$ cat src/rtl/stream_pkg.sv
// Shared stream width-conversion types and helpers, used by both the upsizer and downsizer.
// Lane width and ratio are fixed here so count_t and pad_word have one definition.
package stream_pkg;

    localparam int unsigned StreamInW   = 4;
    localparam int unsigned StreamRatio = 4;
    localparam int unsigned StreamOutW  = StreamInW * StreamRatio;
    localparam int unsigned CountW      = $clog2(StreamRatio + 1);

    typedef logic [CountW-1:0]     count_t;
    typedef logic [StreamOutW-1:0] word_t;

    // Keep lanes 0..k of acc; lanes above k become zero or copies of msb.
    function automatic word_t pad_word(word_t acc, count_t k, logic msb, logic sign_ext);
        word_t res;
        res = acc;
        for (int i = 0; i < StreamRatio; i++) begin
            if (i > int'(k)) begin
                res[i*StreamInW +: StreamInW] = sign_ext ? {StreamInW{msb}} : '0;
            end
        end
        return res;
    endfunction

endpackage

$ cat src/rtl/stream_out_reg.sv
// Valid/ready holding register for a packed word plus its beat count and last flag.
// A load always wins over a pop, so back-to-back words keep valid asserted.
module stream_out_reg
    import stream_pkg::*;
#(
    parameter int unsigned W = StreamOutW
) (
    input  logic         clk_i,
    input  logic         rst_i,
    input  logic         load_i,
    input  logic [W-1:0] data_i,
    input  count_t       count_i,
    input  logic         last_i,
    input  logic         ready_i,
    output logic         valid_o,
    output logic [W-1:0] data_o,
    output count_t       count_o,
    output logic         last_o
);

    always_ff @(posedge clk_i) begin
        if (rst_i) begin
            valid_o <= 1'b0;
            data_o  <= '0;
            count_o <= '0;
            last_o  <= 1'b0;
        end else if (load_i) begin
            valid_o <= 1'b1;
            data_o  <= data_i;
            count_o <= count_i;
            last_o  <= last_i;
        end else if (ready_i) begin
            valid_o <= 1'b0;
        end
    end

endmodule

$ cat src/rtl/stream_upsizer.sv
// Packs IN_W-bit beats into IN_W*RATIO-bit words, beat 0 in the low lane.
// A last beat flushes a partial word with zero or sign padding above it.
module stream_upsizer
    import stream_pkg::*;
#(
    parameter int unsigned IN_W     = StreamInW,
    parameter int unsigned RATIO    = StreamRatio,
    parameter bit          SIGN_EXT = 1'b0,
    localparam int unsigned OUT_W   = IN_W * RATIO
) (
    input  logic             clk_i,
    input  logic             rst_i,
    input  logic             in_valid_i,
    output logic             in_ready_o,
    input  logic [IN_W-1:0]  in_data_i,
    input  logic             in_last_i,
    output logic             out_valid_o,
    input  logic             out_ready_i,
    output logic [OUT_W-1:0] out_data_o,
    output count_t           out_count_o,
    output logic             out_last_o
);

    count_t           fill_q, fill_d;
    logic [OUT_W-1:0] acc_q, acc_d, acc_with;
    logic             accept, complete;

    assign in_ready_o = !rst_i && (!out_valid_o || out_ready_i);
    assign accept     = in_valid_i && in_ready_o;
    assign complete   = accept && ((fill_q == count_t'(RATIO - 1)) || in_last_i);

    always_comb begin
        acc_with = acc_q;
        acc_with[fill_q*IN_W +: IN_W] = in_data_i;
        acc_d  = acc_q;
        fill_d = fill_q;
        if (complete) begin
            acc_d  = acc_with;
            fill_d = '0;
        end else if (accept) begin
            acc_d  = acc_with;
            fill_d = fill_q + count_t'(1);
        end
    end

    always_ff @(posedge clk_i) begin
        if (rst_i) begin
            fill_q <= '0;
            acc_q  <= '0;
        end else begin
            fill_q <= fill_d;
            acc_q  <= acc_d;
        end
    end

    stream_out_reg #(
        .W (OUT_W)
    ) u_out_reg (
        .clk_i   (clk_i),
        .rst_i   (rst_i),
        .load_i  (complete),
        .data_i  (pad_word(acc_with, fill_q, in_data_i[IN_W-1], SIGN_EXT)),
        .count_i (fill_q + count_t'(1)),
        .last_i  (in_last_i),
        .ready_i (out_ready_i),
        .valid_o (out_valid_o),
        .data_o  (out_data_o),
        .count_o (out_count_o),
        .last_o  (out_last_o)
    );

endmodule

$ cat config.mk
export PLATFORM = sky130hd
export DESIGN_NAME = stream_upsizer
export DESIGN_NICKNAME = d
export VERILOG_FILES = /design/src/rtl/stream_pkg.sv /design/src/rtl/stream_out_reg.sv /design/src/rtl/stream_upsizer.sv
export SDC_FILE = /design/constraint.sdc
export NUM_CORES = 1
export LEC_CHECK = 0
export ABC_AREA = 1
export BUFFER_PORTS_ARGS = -buffer_cell sky130_fd_sc_hd__buf_2
export CORE_MARGIN = 2
export CORE_UTILIZATION = 40
export CTS_CLUSTER_DIAMETER = 40
export CTS_CLUSTER_SIZE = 14
export DETAILED_ROUTE_END_ITERATION = 8
export SETUP_SLACK_MARGIN = 0.15
export SLEW_MARGIN = 30
export SYNTH_ARGS = -nofsm -noshare
export SYNTH_HDL_FRONTEND = slang
export SYNTH_SLANG_ARGS = --single-unit
$ cat constraint.sdc
create_clock -name clk_i -period 5.3 [get_ports clk_i]
set_input_delay 0.53 -clock clk_i [delete_from_list [all_inputs] [get_ports clk_i]]
set_output_delay 0.53 -clock clk_i [all_outputs]
set_load 0.03 [all_outputs]
==> out/results.ini <==
[drt]
drt_first_iter_violations=67
viasPerCell=4.87
drc=0
dr_total_vias=1664
avgRoutedWirePerCell_um=11.6
drtAntennaViolNets=0
dr.pass1.iters=4
drt-total-wl_um=3970

[cells_and_area]
area_growth_pct=12.7
drive_gt1_frac=0.183
layout_commonest_cell=nand2_1
layout.cells.most_common_list=nand2_1 (93), nand3_1 (54), dfxtp_1 (40)
utilization=0.477
layout.nets=304
final_area_sq_um=2120
diodes=0

[power]
powerDensity_nw_per_um2=283
p_leak_nw=1.08
finalPower_w=0.000599
vdd_drop_max_v=0.000160

[clock_network]
hold_buffers=0
cts.sinks=40
cts_buffers=5
clk_pin_slew_worst_paths_ps=70
htreeDepth=2
cts_setup_buffers=0
clockBufferDepth=2
clock_latency_ps=290
cts_root_buf=clkbuf_8
cts_tree=built
cts_resized=0

[placed_design]
place_area_sq_um=2030
portBuffers=30
gp_congestion=0.856
hpwl_um=2810

[critical_path]
crit_family=flip-flops
crit_top_cell=nand2_1
cp_num_buf_inv=2
cp-start-kind=flop
path_cells=inv_2 -> ha_1 -> ha_1 -> nand2_1 -> nor2_1 -> inv_1 -> o21ai_0 -> nand2_1 -> nand2_1
crit_type=reg -> reg
crit_path_top_delay_cell=dfxtp_1
cp_slowest_stage_delay_ps=610
crit_arrival_ps=2380
crit_required_ps=5530
cp-end-kind=flop
crit_fanout=11

[timing]
slew_headroom=0.576
setup_tns_ps=0
whs_ps=455
slew_viol_final=0
finClkSkew_ps=5.53
timing.final.crit_period_ps=2150
worst_slew_pin_slew_ps=636
hold_viol_final=0
setup_viol=0
rsz0062_at_grt=false
fmax_ghz=0.465
fin_crit_sh=0.406

[floorplan]
start_util=0.423
coreArea_sq_um=4440
die_y_um=72.6
rows=24
die_w_um=72.6
io_pins=31
die_area_sq_um=5270

[synthesis]
ys_seq_area_frac=0.426
ys_ff_latch=40
syn_inst=262
syn_avg_cell_area_sq_um=7.18
syn_area_sq_um=1880
yosys_warnings=0
synth_nets=277
netlist-cell-type-count=21

[worst_hold_path]
hold_class=in -> reg

[job]
cap_viol_max_count=0

[global_route]
overflow=0
grt_pass1_wl_um=6990
antenna_found_initial=0
grt_max_degree=40
grt_pass1_vias=1485
grt_usage=0.167

[outcome]
status=finished clean

[cells in the mapped netlist]
cell type / instances / area, sq um
ha_1: 6 / 75.1
nand2_4: 2 / 22.5
o21ai_2: 3 / 26.3
inv_1: 16 / 60.1
buf_4: 2 / 15.0
a21oi_1: 3 / 15.0
buf_2: 2 / 10.0
buf_1: 3 / 11.3
xnor2_1: 1 / 8.76
o21ai_0: 10 / 50.1
clkbuf_1: 1 / 3.75
buf_6: 3 / 33.8
nor2_4: 3 / 33.8
nand2_1: 93 / 349
inv_2: 2 / 7.51
dfxtp_1: 40 / 801
nand2_2: 2 / 12.5
nor2_2: 3 / 18.8
nand3b_1: 2 / 15.0
nor2_1: 11 / 41.3
nand3_1: 54 / 270
[where the power goes]
part	leakage [nW]	internal [W]	switching (W)	total, W
Sequential	0.324	0.000310	0.00000673	0.000317
Clock	0.0455	0.000106	0.000100	0.000206
Combinational	0.707	0.0000213	0.0000545	0.0000758
[per-layer routing]
| layer | vias to the layer above | GRT usage | wire (um) |
|---|---|---|---|
| met5 | - | 0 | 0 |
| met3 | 7 | 0.0431 | 178 |
| li1 | 889 | - | - |
| met1 | 728 | 0.236 | 2080 |
| met4 | 0 | 0.0494 | 59 |
| met2 | 40 | 0.251 | 1660 |
[through the flow]
stage                     setup WS [ps]  std cells
final                              3150        342
after global routing               2860        342
after CTS                          3120        342
after detailed placement           2820        334
after global placement             2440        334
after floorplan                    3570        262
[flip-flops by register name (all words and copies together) (netlist names)]
| name | count |
|---|---|
| u_out_reg.data_o | 16 |
| u_out_reg.last_o | 1 |
| acc_q | 16 |
| u_out_reg.valid_o | 1 |
| fill_q | 3 |
| u_out_reg.count_o | 3 |
[path summary, 6_finish.rpt]
kind / startpoint / endpoint / slack [ps] / depth (start not counted)
worst max-delay path: fill_q[0] / acc_q[13] / 3150 / 9
worst min-delay path: rst_i / u_out_reg.valid_o / 450 / 2
worst max register to register: fill_q[0] / acc_q[13] / 3150 / 9
worst min register to register: u_out_reg.data_o[6] / u_out_reg.data_o[6] / 470 / 2
[cell type report]
cell class | count | area, sq um
inverters | 18 | 67.6
well taps | 52 | 65.1
fillers | 467 | 2320
repair buffers | 31 | 158
flip-flops and latches | 40 | 801
clock buffers | 8 | 90.1
multi-input cells | 193 | 938
[cells by family (layout without fill, tap and decap cells)]
kind of cell	count (synthesis)	after routing	share of synthesized area
AO/OA/AOI/OAI	16	16	0.0486
XOR/XNOR	1	1	0.00466
adder cells (fa/ha/maj)	6	6	0.0399
buffers and inverters	29	57	0.0752
flip-flops	40	40	0.426
AND/OR/NAND/NOR	170	170	0.406
Power figures use the tool's default switching activity.
